**src/rtl/core_pkg.sv**
```systemverilog
// Shared definitions for the back-end pipeline stages: access sizes,
// MEM-stage FSM states and the hard-wired zero register.
package core_pkg;

  localparam logic [1:0] MSZ_B = 2'b00;
  localparam logic [1:0] MSZ_H = 2'b01;
  localparam logic [1:0] MSZ_W = 2'b10;

  localparam logic [4:0] REG_ZERO = 5'd0;

  typedef enum logic {
    RUN  = 1'b0,
    WAIT = 1'b1
  } mem_state_t;

endpackage

```
**src/rtl/mem_align.sv**
```systemverilog
// Combinational lane logic for the data-memory port: store byte enables and
// lane replication, load extraction/extension, and the alignment check.
module mem_align
  import core_pkg::*;
#(
  parameter int XLEN = 32
) (
  input  logic [1:0]      addr_lo,
  input  logic [1:0]      size,
  input  logic [XLEN-1:0] store_data,
  input  logic [XLEN-1:0] rdata,
  input  logic            load_unsigned,
  output logic [3:0]      be,
  output logic [XLEN-1:0] wdata,
  output logic [XLEN-1:0] load_data,
  output logic            misaligned
);

  logic [XLEN-1:0] shifted;

  always_comb begin
    shifted    = rdata >> {addr_lo, 3'b000};
    be         = 4'b0000;
    wdata      = store_data;
    load_data  = shifted;
    misaligned = 1'b0;
    case (size)
      MSZ_B: begin
        be        = 4'b0001 << addr_lo;
        wdata     = {4{store_data[7:0]}};
        load_data = load_unsigned ? {24'd0, shifted[7:0]}
                                  : {{24{shifted[7]}}, shifted[7:0]};
      end
      MSZ_H: begin
        be         = addr_lo[1] ? 4'b1100 : 4'b0011;
        wdata      = {2{store_data[15:0]}};
        load_data  = load_unsigned ? {16'd0, shifted[15:0]}
                                   : {{16{shifted[15]}}, shifted[15:0]};
        misaligned = addr_lo[0];
      end
      // Word access; the unused encoding is treated the same way.
      default: begin
        be         = 4'b1111;
        wdata      = store_data;
        load_data  = shifted;
        misaligned = (addr_lo != 2'b00);
      end
    endcase
  end

endmodule

```
**src/rtl/mem_wb_stage.sv**
```systemverilog
// MEM and WB pipeline stages: data-memory access with wait-state handshake,
// forwarding sources for EX, and the register-file write port.
module mem_wb_stage
  import core_pkg::*;
#(
  parameter int XLEN   = 32,
  parameter int ADDR_W = 16
) (
  input  logic              clk,
  input  logic              rst,
  input  logic              ex_valid,
  input  logic [XLEN-1:0]   alu_result,
  input  logic [4:0]        ex_dest,
  input  logic              ex_write_enable,
  input  logic              ex_mem_read,
  input  logic              ex_mem_write,
  input  logic [XLEN-1:0]   ex_store_data,
  input  logic [1:0]        ex_mem_size,
  input  logic              ex_load_unsigned,
  output logic              dmem_req,
  output logic              dmem_we,
  output logic [ADDR_W-1:0] dmem_addr,
  output logic [3:0]        dmem_be,
  output logic [XLEN-1:0]   dmem_wdata,
  input  logic              dmem_ready,
  input  logic [XLEN-1:0]   dmem_rdata,
  output logic [4:0]        mem_dest,
  output logic              mem_write_enable,
  output logic [XLEN-1:0]   mem_data,
  output logic [4:0]        wb_dest,
  output logic              wb_write_enable,
  output logic [XLEN-1:0]   wb_data,
  output logic              mem_stall,
  output logic              misalign_err,
  output logic [ADDR_W-1:0] misalign_addr
);

  logic            mem_valid;
  logic            mem_is_load;
  logic            mem_is_store;
  logic            mem_wen;
  logic            mem_unsigned;
  logic [1:0]      mem_size;
  logic [XLEN-1:0] mem_alu;
  logic [XLEN-1:0] mem_store_data;

  logic [3:0]      lane_be;
  logic [XLEN-1:0] lane_wdata;
  logic [XLEN-1:0] load_data;
  logic            misaligned;
  logic            mem_access;
  logic            mis_access;
  logic            reg_write;

  mem_state_t state, state_next;

  mem_align #(.XLEN(XLEN)) u_align (
    .addr_lo       (mem_alu[1:0]),
    .size          (mem_size),
    .store_data    (mem_store_data),
    .rdata         (dmem_rdata),
    .load_unsigned (mem_unsigned),
    .be            (lane_be),
    .wdata         (lane_wdata),
    .load_data     (load_data),
    .misaligned    (misaligned)
  );

  // MEM register holds its contents while the access waits on the memory.
  always_ff @(posedge clk or negedge rst) begin
    if (!rst) begin
      mem_valid      <= 1'b0;
      mem_is_load    <= 1'b0;
      mem_is_store   <= 1'b0;
      mem_wen        <= 1'b0;
      mem_unsigned   <= 1'b0;
      mem_size       <= MSZ_B;
      mem_alu        <= '0;
      mem_store_data <= '0;
      mem_dest       <= REG_ZERO;
    end else if (!mem_stall) begin
      if (ex_valid) begin
        mem_valid      <= 1'b1;
        mem_is_load    <= ex_mem_read;
        mem_is_store   <= ex_mem_write;
        mem_wen        <= ex_write_enable;
        mem_unsigned   <= ex_load_unsigned;
        mem_size       <= ex_mem_size;
        mem_alu        <= alu_result;
        mem_store_data <= ex_store_data;
        mem_dest       <= ex_dest;
      end else begin
        mem_valid      <= 1'b0;
        mem_is_load    <= 1'b0;
        mem_is_store   <= 1'b0;
        mem_wen        <= 1'b0;
        mem_unsigned   <= 1'b0;
        mem_size       <= MSZ_B;
        mem_alu        <= '0;
        mem_store_data <= '0;
        mem_dest       <= REG_ZERO;
      end
    end
  end

  // Alignment only matters for real memory ops; ALU results may be odd.
  assign mem_access = mem_valid & (mem_is_load | mem_is_store);
  assign mis_access = mem_access & misaligned;

  assign dmem_req   = mem_access & ~misaligned;
  assign dmem_we    = dmem_req & mem_is_store;
  assign dmem_addr  = dmem_req ? {mem_alu[ADDR_W-1:2], 2'b00} : '0;
  assign dmem_be    = dmem_req ? lane_be : 4'b0000;
  assign dmem_wdata = dmem_req ? lane_wdata : '0;
  assign mem_stall  = dmem_req & ~dmem_ready;

  assign mem_write_enable = mem_valid & mem_wen & ~mem_is_load & (mem_dest != REG_ZERO);
  assign mem_data         = mem_alu;

  assign reg_write = mem_valid & mem_wen & ~mem_is_store & ~mis_access
                   & (mem_dest != REG_ZERO);

  always_ff @(posedge clk or negedge rst) begin
    if (!rst) begin
      state <= RUN;
    end else begin
      state <= state_next;
    end
  end

  always_comb begin
    state_next = state;
    case (state)
      RUN:     if (dmem_req && !dmem_ready) state_next = WAIT;
      WAIT:    if (dmem_ready) state_next = RUN;
      default: state_next = RUN;
    endcase
  end

  // WB register takes a bubble for every cycle the access is still waiting.
  always_ff @(posedge clk or negedge rst) begin
    if (!rst) begin
      wb_dest         <= REG_ZERO;
      wb_write_enable <= 1'b0;
      wb_data         <= '0;
    end else if (mem_stall) begin
      wb_dest         <= REG_ZERO;
      wb_write_enable <= 1'b0;
      wb_data         <= '0;
    end else begin
      wb_dest         <= mem_dest;
      wb_write_enable <= reg_write;
      wb_data         <= mem_is_load ? load_data : mem_alu;
    end
  end

  // Only the first misaligned access is recorded until the next reset.
  always_ff @(posedge clk or negedge rst) begin
    if (!rst) begin
      misalign_err  <= 1'b0;
      misalign_addr <= '0;
    end else if (mis_access && !misalign_err) begin
      misalign_err  <= 1'b1;
      misalign_addr <= mem_alu[ADDR_W-1:0];
    end
  end

endmodule

```
**config.mk**
```make
export PLATFORM = sky130hd
export DESIGN_NAME = mem_wb_stage
export DESIGN_NICKNAME = d
export VERILOG_FILES = /design/src/rtl/core_pkg.sv /design/src/rtl/mem_align.sv /design/src/rtl/mem_wb_stage.sv
export SDC_FILE = /design/constraint.sdc
export NUM_CORES = 1
export LEC_CHECK = 0
export ABC_AREA = 1
export CAP_MARGIN = 10
export CORE_MARGIN = 2
export CORE_UTILIZATION = 47
export DETAILED_ROUTE_END_ITERATION = 10
export PLACE_DENSITY = 0.81
export SETUP_SLACK_MARGIN = 0.3
export SYNTH_ARGS = -nofsm -noshare
export SYNTH_HDL_FRONTEND = slang
export SYNTH_HIERARCHICAL = 1
export SYNTH_SLANG_ARGS = --single-unit
```
**constraint.sdc**
```tcl
create_clock -name clk -period 2.4 [get_ports clk]
set_input_delay 0.48 -clock clk [delete_from_list [all_inputs] [get_ports clk]]
set_output_delay 0.48 -clock clk [all_outputs]
set_load 0.01 [all_outputs]
```
==> flow_summary.json, run 1 <==
{
  "comb_power_share_pct": 30.1,
  "postRouteWirelength_um": 28640,
  "post-route-worst-setup-slack_ps": -34.63,
  "die-area_mm2": 0.01757,
  "finClkSkew_ps": 9.600,
  "status": "finished with violations",
  "pin_count_of_the_biggest_net_entering_global_routing": 114,
  "post_drt_wl_per_cell_um": 17.53,
  "clk-insertion-delay-late_ps": 430,
  "seq_area_mm2": 0.003282,
  "cts_inserted_buffers": 17,
  "detail_route.drc_violations": 0,
  "synthesis.instances": 1155,
  "clock_tree.htree_level_count": 4,
  "core_region_area_mm2": 0.01600,
  "filler_cell_count": 1234,
  "max-vdd-ir-drop_mv": 0.5637,
  "residual_antenna_violating_net_count_after_detailed_routing": 0,
  "avg_cell_area_syn_um2": 6.723,
  "gr-usage-all-layers_pct": 31.47,
  "port-buffer-count": 256,
  "antenna_cells_inserted": 0,
  "standard_cell_with_the_maximum_stage_delay_on_the_critical_path": "dfrtp_2",
  "clkTransAtPathRegs_ps": 60,
  "worst_case_reg_to_reg_path_depth": 7,
  "fraction_of_the_yosys_area_taken_by_sequential_cells_pct": 42.22,
  "drt_first_iter_violations": 865,
  "crit_type": "reg -> out",
  "clkSinkCount": 131,
  "die-width_um": 132.5,
  "min_period_ps": 2435,
  "drive_gt1_share_pct": 16.22,
  "worst_hold_path_type": "in -> async",
  "via_per_inst": 5.252,
  "grt_setup_unrepaired": "true",
  "p_sw_share_pct": 30.96,
  "dieHeight_um": 132.5,
  "crit_buf_inv": 6,
  "global_route_wire_length_before_repair_um": 43620,
  "floorplan.rows": 46,
  "worst_path_cell_trace": "clkinv_4 -> nand2_8 -> o22ai_4 -> inv_2 -> nand2_4 -> buf_12 -> buf_12 -> buf_6 -> nor2_4 -> buf_6",
  "critical_path_arrival_ps": 1950,
  "floorplan.initialDensity_pct": 48.53,
  "clockRootBuffer": "clkbuf_16",
  "detailedPlace.worstSlack_ps": 74.65,
  "worst_pin_slew_ps": 995.4,
  "detailed_place_hpwl_um": 17440,
  "power_frac_clock_pct": 35.7,
  "tritoncts": "yes",
  "worstSetupPathDepth": 10,
  "setup_viol": 4,
  "relative_slew_slack_pct": 33.64,
  "final_hold_viol_count": 0,
  "ios": 259,
  "worst_path_dominant_cell_family": "buffers and inverters",
  "internal-power_w": 0.005380,
  "ctsLongestPathBuffers": 2,
  "number_of_global_route_vias_before_repair": 8072,
  "routabilityCongestion": 0.8978,
  "netlist_area_mm2": 0.007765,
  "power.net_switching_w": 0.002412,
  "failed_checks": "setup timing",
  "fin_crit_sh_pct": 101.4,
  "critical-path-max-stage-delay_ps": 410,
  "drtPass1Iterations": 5,
  "seqPwrFrac_pct": 34.2,
  "syn2layout_area_growth_pct": 52.43,
  "multi_input_comb_area_mm2": 0.003578,
  "via_count": 8581,
  "maxCapViolations": 0,
  "worstPathMaxFanout": 8,
  "powerDensity_mw_per_mm2": 658.3,
  "timing_max_transition_violations_final": 0,
  "critPathLaunchType": "flip-flop",
  "synth-warning-count": 6,
  "overflow": 0,
  "yosys.cell_types.count": 26,
  "critical_path_required_ps": 1920,
  "p_leak_nw": 6.603,
  "num-nets-final": 1517,
  "seq_cells_post_synth": 131,
  "max_freq_mhz": 410.7,
  "critical_path.endpoint_type": "primary output",
  "number_of_antenna_violations_at_the_first_check_in_global_routing": 0,
  "fin_total_pwr_w": 0.007792
}
## layout make-up
class                   instances  area share [%]
flip-flops and latches        131           27.73
clock inverters                 9           1.279
clock buffers                  22           4.006
inverters                     203           6.554
repair buffers                317           27.92
well taps                     216           2.283
multi-input cells             736           30.23
## stage by stage
stage	utilization [%]	cell area, um2	std cells	hold WS (ps)	setup TNS (ps)
floorplan	-	7797	1156	184.4	0
global placement	64.97	10400	1565	454.1	0
detailed placement	64.97	10400	1565	457.5	0
CTS	72.30	11570	1627	43.01	0
global route	73.98	11840	1634	72.09	-654.4
finish	73.98	11840	1634	40.72	-46.12
## cell families (layout without fill, tap and decap cells)
logic type	count (synthesis)	count (layout)	share of synthesized area, %
AO/OA/AOI/OAI	60	60	4.206
buffers and inverters	290	551	15.95
flip-flops	131	131	42.22
other	1	2	0.04829
AND/OR/NAND/NOR	673	674	37.58
## cell usage in the layout (no fill, tap or decap), types with 5 or more instances in the layout
cell / netlist / layout
o211ai_1: 10 / 10
clkdlybuf4s50_1: 0 / 198
inv_2: 6 / 9
nand2_1: 481 / 474
buf_4: 16 / 29
inv_1: 196 / 190
nand3_1: 19 / 17
buf_16: 0 / 5
nand3_2: 12 / 13
buf_12: 0 / 16
o21ai_0: 34 / 31
nand2_2: 3 / 8
buf_6: 5 / 40
nand4_1: 92 / 92
dfrtp_1: 131 / 128
nor2_4: 3 / 35
buf_2: 42 / 23
clkbuf_16: 0 / 18
nor2_1: 58 / 21
nor2_2: 2 / 8
a21oi_1: 14 / 14
## state kept, by name, summed over array words and instances, names as in the netlist, 2 cells and up
signal and count:
mem_dest 5, mem_size 2, wb_dest 5, misalign_addr 16
mem_data 32, mem_store_data 32, wb_data 32
## worst reg2reg max path: cells and delay by family, from the launching register on
kind,cells,cell delay [ps]
buf+inv,2,1060
flops,1,400
simple gates,5,620
## power by group through the flow
| stage | combinational, W | clock (W) | sequential (W) |
|---|---|---|---|
| 2_1_floorplan | 0.000889 | 0 | 0.00276 |
| 3_3_place_gp | 0.00196 | 0 | 0.00267 |
| 3_5_place_dp | 0.00199 | 0 | 0.00268 |
| 4_1_cts | 0.00223 | 0.00280 | 0.00265 |
| 5_1_grt | 0.00252 | 0.00290 | 0.00269 |
| 6_report | 0.00234 | 0.00278 | 0.00266 |
## final timing paths
| path | slack [ps] | start | to |
|---|---|---|---|
| max in group asynchronous | 1750 | rst | mem_data[5]$_DFFE_PN0N_ |
| worst max-delay path | -30 | mem_size[1]$_DFFE_PN0N_ | dmem_addr[9] |
| min in group clk | 470 | misalign_addr[1]$_DFFE_PN0P_ | misalign_addr[1]$_DFFE_PN0P_ |
| worst min-delay path | 40 | rst | wb_data[16]$_DFF_PN0_ |
| worst max register to register | 230 | mem_is_store$_DFFE_PN0N_ | misalign_addr[9]$_DFFE_PN0P_ |
| worst min register to register | 470 | misalign_addr[1]$_DFFE_PN0P_ | misalign_addr[1]$_DFFE_PN0P_ |
## cell usage after synthesis
cell type | instances | share of area, %
nand3_2 | 12 | 1.5
a21oi_1 | 14 | 0.90
nand2_2 | 3 | 0.24
nand3b_1 | 1 | 0.097
dfrtp_1 | 131 | 42
clkinv_1 | 1 | 0.048
conb_1 | 1 | 0.048
o22ai_1 | 1 | 0.081
nor2_4 | 3 | 0.44
nand4_1 | 92 | 7.4
clkbuf_1 | 21 | 1.0
buf_2 | 42 | 2.7
nand2_4 | 1 | 0.15
nor2_1 | 58 | 2.8
nor2_8 | 1 | 0.26
buf_4 | 16 | 1.5
inv_1 | 196 | 9.5
inv_2 | 6 | 0.29
o21ai_1 | 1 | 0.064
buf_1 | 3 | 0.15
o211ai_1 | 10 | 0.97
nand2_1 | 481 | 23
nor2_2 | 2 | 0.16
o21ai_0 | 34 | 2.2
buf_6 | 5 | 0.73
nand3_1 | 19 | 1.2
## routing by layer
layer / part of all wire (%) / vias to the layer above / GRT usage [%]
met1: 38 / 3992 / 39.88
met5: 0 / - / 0
met4: 4.3 / 0 / 15.29
li1: - / 4001 / -
met2: 49 / 511 / 51.87
met3: 9.0 / 77 / 5.939
## what timing repair did
action / CTS / global route
gates resized for setup: 305 / 61
hold buffers: 0 / 0
buffers inserted: 25 / 6
cloned: 6 / 1
pin swaps: 5 / 12
endpoints found under the setup margin: 56 / 70
Note: power is estimated with default switching activity, not from simulation.
==> inputs of run 2 (changes only) <==
Settings changed: CELL_PAD_IN_SITES_DETAIL_PLACEMENT set to 0, CELL_PAD_IN_SITES_GLOBAL_PLACEMENT set to 1, CORE_UTILIZATION 47 to 32, HOLD_SLACK_MARGIN set to 0.08, PLACE_DENSITY 0.81 to 0.8.
Clock period 2.4 ns to 2.5 ns, I/O delays scaled along.
==> run 2 against run 1 <==
First-iteration DRC count shrank 42%; the flow now finishes without violations; cell area up 1.2%; register-to-register slack better by 20 ps; critical endpoint is now dmem_be[2]; setup slack better by 150 ps; clock skew is 2.1 ps higher; hold slack improved by 15 ps.
==> flow_summary.json, run 2 (synthesis gave the netlist of run 1 again) <==
{
  "filler_cell_count": 2431,
  "worst_case_reg_to_reg_path_depth": 7,
  "finClkSkew_ps": 11.70,
  "critPathLaunchType": "flip-flop",
  "timing_max_transition_violations_final": 0,
  "postRouteWirelength_um": 28970,
  "clkSinkCount": 131,
  "cpMostUsedCell": "nor2_4",
  "max-vdd-ir-drop_mv": 0.4099,
  "core_region_area_mm2": 0.02403,
  "detailedPlace.worstSlack_ps": 118.2,
  "internal-power_w": 0.004990,
  "p_sw_share_pct": 32.30,
  "via_count": 8185,
  "drive_gt1_share_pct": 16.58,
  "maxCapViolations": 0,
  "tritoncts": "yes",
  "worstPathMaxFanout": 7,
  "multi_input_comb_area_mm2": 0.003620,
  "status": "completed",
  "critical_path_required_ps": 2000,
  "residual_antenna_violating_net_count_after_detailed_routing": 0,
  "fin_crit_sh_pct": 95.28,
  "comb_power_share_pct": 30.4,
  "number_of_global_route_vias_before_repair": 7891,
  "post-route-worst-setup-slack_ps": 117.9,
  "port-buffer-count": 256,
  "grt_setup_unrepaired": "true",
  "worst_hold_path_type": "in -> async",
  "die-width_um": 159.8,
  "clock_tree.htree_level_count": 4,
  "powerDensity_mw_per_mm2": 615.4,
  "postPlaceCellArea_mm2": 0.01050,
  "ios": 259,
  "critical_path_arrival_ps": 1880,
  "gr-usage-all-layers_pct": 21.89,
  "setup-tns-final_ps": 0,
  "floorplan.initialDensity_pct": 32.31,
  "power.net_switching_w": 0.002381,
  "dr_wl_met3_um": 2236,
  "p_leak_nw": 6.541,
  "routed.top_layer": "met4",
  "routabilityCongestion": 0.8391,
  "postLayoutCellArea_mm2": 0.01198,
  "dieHeight_um": 159.8,
  "setup_viol": 0,
  "global_route_wire_length_before_repair_um": 44080,
  "max_freq_mhz": 419.8,
  "ctsLongestPathBuffers": 2,
  "clkTransAtPathRegs_ps": 60,
  "standard_cell_with_the_maximum_stage_delay_on_the_critical_path": "dfrtp_2",
  "final_common_cell": "nand2_1",
  "power_frac_clock_pct": 35.1,
  "critical-path-max-stage-delay_ps": 450,
  "clk-insertion-delay-late_ps": 420,
  "detail_route.drc_violations": 0,
  "drtPass1Iterations": 5,
  "critical_path.endpoint_type": "primary output",
  "r2r_end": "misalign_addr[2]$_DFFE_PN0P_",
  "pin_count_of_the_biggest_net_entering_global_routing": 114,
  "min_period_ps": 2382,
  "worst_path_cell_trace": "nor2_4 -> o22ai_4 -> inv_4 -> nand2_4 -> buf_16 -> buf_4 -> nor2_4 -> buf_6",
  "clockRootBuffer": "clkbuf_16",
  "num-nets-final": 1521,
  "timing.rr.start": "mem_is_store$_DFFE_PN0N_",
  "seq_area_mm2": 0.003282,
  "crit_type": "reg -> out",
  "wl_met2_um": 13860,
  "number_of_antenna_violations_at_the_first_check_in_global_routing": 2,
  "worst_pin_slew_ps": 1031,
  "cts_inserted_buffers": 17,
  "overflow": 0,
  "post_drt_wl_per_cell_um": 16.56,
  "relative_slew_slack_pct": 31.28,
  "via_per_inst": 4.680,
  "layout.cells.most_common_list": "nand2_1 (479), clkdlybuf4s50_1 (200), inv_1 (189)",
  "seqPwrFrac_pct": 34.6,
  "floorplan.rows": 57,
  "r2r_slack_ps": 250,
  "met1Wirelength_um": 12290,
  "final_hold_viol_count": 0,
  "detailed_place_hpwl_um": 18580,
  "die-area_mm2": 0.02553,
  "drt_first_iter_violations": 505,
  "syn2layout_area_growth_pct": 54.24
}
-- run 2: cell types whose count changed in the layout (fill, tap and decap cells not counted), sizes merged, moves of 2 or more --
cell,before,now
clkdlybuf4s15,0,5
dlygate4sd2,3,1
inv,201,205
diode,0,2
clkinv,5,3
buf,115,110
clkdlybuf4s50,198,200
clkinvlp,2,6
-- run 2: metal layers --
metal | track usage, % | vias up
met4 | 6.388 | 0
met3 | 5.818 | 34
li1 | - | 4022
met5 | 0 | -
met2 | 35.99 | 313
met1 | 28.40 | 3816
-- run 2: power by group through the flow --
stage / logic, W / registers [W] / clock network (W)
floorplan: 0.000843 / 0.00265 / 0
global placement: 0.00192 / 0.00258 / 0
detailed placement: 0.00193 / 0.00258 / 0
CTS: 0.00201 / 0.00255 / 0.00264
global route: 0.00243 / 0.00258 / 0.00273
finish: 0.00224 / 0.00255 / 0.00258
-- run 2: area by class of cell --
type / count / area share, %
inverter: 203 / 6.446
antenna: 2 / 0.04179
timing repair buffer: 320 / 27.42
sequential: 131 / 27.40
tap: 324 / 3.385
multi-input combinational: 737 / 30.22
clock inverter: 14 / 1.494
clock buffer: 18 / 3.583
-- run 2: worst max path at each step --
stage,start,to
floorplan,mem_data[0]$_DFFE_PN0N_,dmem_wdata[22]
global placement,mem_data[1]$_DFFE_PN0N_,dmem_be[2]
detailed placement,mem_data[1]$_DFFE_PN0N_,dmem_be[2]
CTS,mem_data[1]$_DFFE_PN0N_,dmem_addr[10]
global route,mem_data[0]$_DFFE_PN0N_,dmem_addr[4]
finish,mem_data[0]$_DFFE_PN0N_,dmem_be[2]
-- run 2: what timing repair did --
action,CTS,global route
endpoints found under the setup margin,55,70
gates cloned,4,5
hold buffers,0,0
gates resized for setup,171,183
buffers inserted,7,26
pin swaps,3,7
-- run 2: critical path, delay by kind of cell, from the launching register on --
| kind | cells | cell delay (ps) |
|---|---|---|
| AO/OA/AOI/OAI | 1 | 90 |
| buffers and inverters | 4 | 570 |
| flip-flops | 1 | 450 |
| AND/OR/NAND/NOR | 3 | 370 |
-- run 2: stage by stage --
stage	hold WS, ps	std cells	utilization [%]	power [W]
floorplan	204.4	1156	-	0.003493
global placement	455.6	1673	43.70	0.004500
detailed placement	457.3	1673	43.70	0.004514
CTS	84.88	1716	47.27	0.007196
global route	85.54	1749	49.83	0.007738
finish	56.06	1749	49.83	0.007370
==> inputs of run 3 (changes only) <==
Settings changed: CAP_MARGIN 10 to 25.
==> results of run 3 <==
No change in the layout: final DEF, timing and power equal those of run 2.
==> variant (settings of run 2) <==
Change the parameter `ADDR_W` from 16 to 18.
--- a/src/rtl/mem_wb_stage.sv
+++ b/src/rtl/mem_wb_stage.sv
@@ -6,3 +6,3 @@
   parameter int XLEN   = 32,
-  parameter int ADDR_W = 16
+  parameter int ADDR_W = 18
 ) (
Ports: changed (resized dmem_addr and misalign_addr); port bits go from 259 to 263. The function was not compared with the original's and may differ.
==> variant against run 2 <==
  * Global-route usage is 0.63 points higher
  * Final area is 1.4% higher
  * First-iteration DRC count is 5.9% higher
  * Clock power hardly changed
  * Power is 1.9% higher
  * Utilization is 0.26 points higher
  * Sequential cell count is 2 higher
  * Worst setup slack better by 8.4 ps
  * Clock skew is 2.6 ps lower
  * Area after synthesis is 1.3% higher
  * Non-clock buffer count is 2 higher
  * Wire length is 4.8% higher
  * Register-to-register slack better by 90 ps
  * Via count is 1.4% higher
==> variant: results (changes against run 2) <==
stage	metric	value	unit	change
timing	fmax	0.4213	GHz	+0.35%
worst_setup_path	critPathMaxStageDelay	380	ps	-70 ps
synthesis	synthCells	1166		+0.95%
global_routing	grt_pass1_vias	8114		+2.8%
place	gp_congestion	0.9089		+8.3%
clock_tree	cts_buffers	17		unchanged
global_routing	antenna_found_initial	1		-1
layout	nets	1532		+0.72%
worst_hold_path	hp-class	flop to flop		
worst_setup_path	crit_slowest_cell	dfrtp_1		
worst_setup_path	r2r_slack	340	ps	+90 ps
power_and_ir_drop	power.leakage	0.006676	µW	+2.1%
worst_setup_path	critPathMaxFanout	8		+1
floorplanning	initial_core_util	0.3244		+0.001329
power_and_ir_drop	pwr-share-comb	0.310		+0.006
detailed_routing	avgViaCountPerCell	4.719		+0.84%
worst_setup_path	cp-endpoint	dmem_wdata[5]		
clock_tree	cts-hold-fix-buffers	1		+1
clock_tree	clk_latency	420	ps	about the same
synthesis	ys_async_sr_fraction	1.000		unchanged
detailed_routing	vias	8296		+1.4%
power_and_ir_drop	ir_drop	0.2927	mV	-29%
clock_tree	htreeDepth	4		unchanged
layout	drive_gt1_frac	0.1660		about the same
place	dp_cells	1688		+0.90%
place	portBuffers	260		+1.6%
place	place_area	10690	µm²	+1.7%
place	hpwl	19.05	mm	+2.5%
worst_setup_path	startpoint	mem_size[1]		
worst_setup_path	r2r_end	misalign_addr[17]		
layout	area_growth	54.41	%	
synthesis	synth_mux_area_frac	0		unchanged
detailed_routing	dr.pass1.iters	7		+2
timing	skew	9.088	ps	-2.610 ps
timing	tightest_slew	1049	ps	+18.12 ps
synthesis	synth_common_cells	481 x nand2_1, 198 x inv_1, 133 x dfrtp_1, 94 x nand4_1, 59 x nor2_1		
worst_setup_path	regToRegStartpoint	mem_is_load		
global_routing	grtUsageTotal	0.2252		+0.006301
synthesis	ys_top_cells_by_area	dfrtp_1 42%, nand2_1 23%, inv_1 9.4%		
power_and_ir_drop	p_sw	2412	µW	+1.3%
global_routing	grt_pass1_wl	45.77	mm	+3.8%
layout	fill_cells	2459		+1.2%
detailed_routing	finalWirelength	30.35	mm	+4.8%
layout	n_antenna_cell	0		-2
power_and_ir_drop	p_seq_frac	0.346		about the same
timing	whs	469.7	ps	+413.7 ps
place	place_ws	135.6	ps	+17.46 ps
synthesis	synth_cell_types	26		unchanged
clock_tree	cts_setup_buffers	18		+11
power_and_ir_drop	powerDensity	618.5	nW/µm²	+0.51%
run_status	status	complete, no violations		
synthesis	synth_compound_area_frac	0.04279		+0.0007306
worst_hold_path	min_path_cells	2		
clock_tree	postCtsResizedCells	192		+12%
detailed_routing	drt_iter0_markers	535		+5.9%
synthesis	yosys_warnings	6		unchanged
clock_tree	clockRootBuffer	clkbuf_16		
synthesis	seq_area_frac_synth	0.4231		+0.0009232
-- variant: cell count changes after synthesis, moves of 2 or more --
cell	change
nand4_1	+2
buf_1	+8
dfrtp_1	+2
o21ai_0	+2
buf_4	-4
inv_1	+2
buf_2	-3
-- variant: routing by layer --
metal | track usage | wire length (µm) | up-vias
li1 | - | - | 4050
met1 | 0.3065 | 13350 | 3902
met2 | 0.3638 | 14280 | 316
met3 | 0.05139 | 2290 | 26
met4 | 0.05682 | 413 | 2
met5 | 0 | 13 | -
-- variant: layout make-up --
cell class / instances / area, µm² / area share
multi-input cells: 742 / 3646 / 0.3002
repair buffers: 322 / 3386 / 0.2787
flip-flops and latches: 133 / 3329 / 0.2741
inverters: 205 / 779.5 / 0.06417
clock buffers: 20 / 446.7 / 0.03677
well taps: 324 / 405.4 / 0.03337
clock inverters: 12 / 153.9 / 0.01267
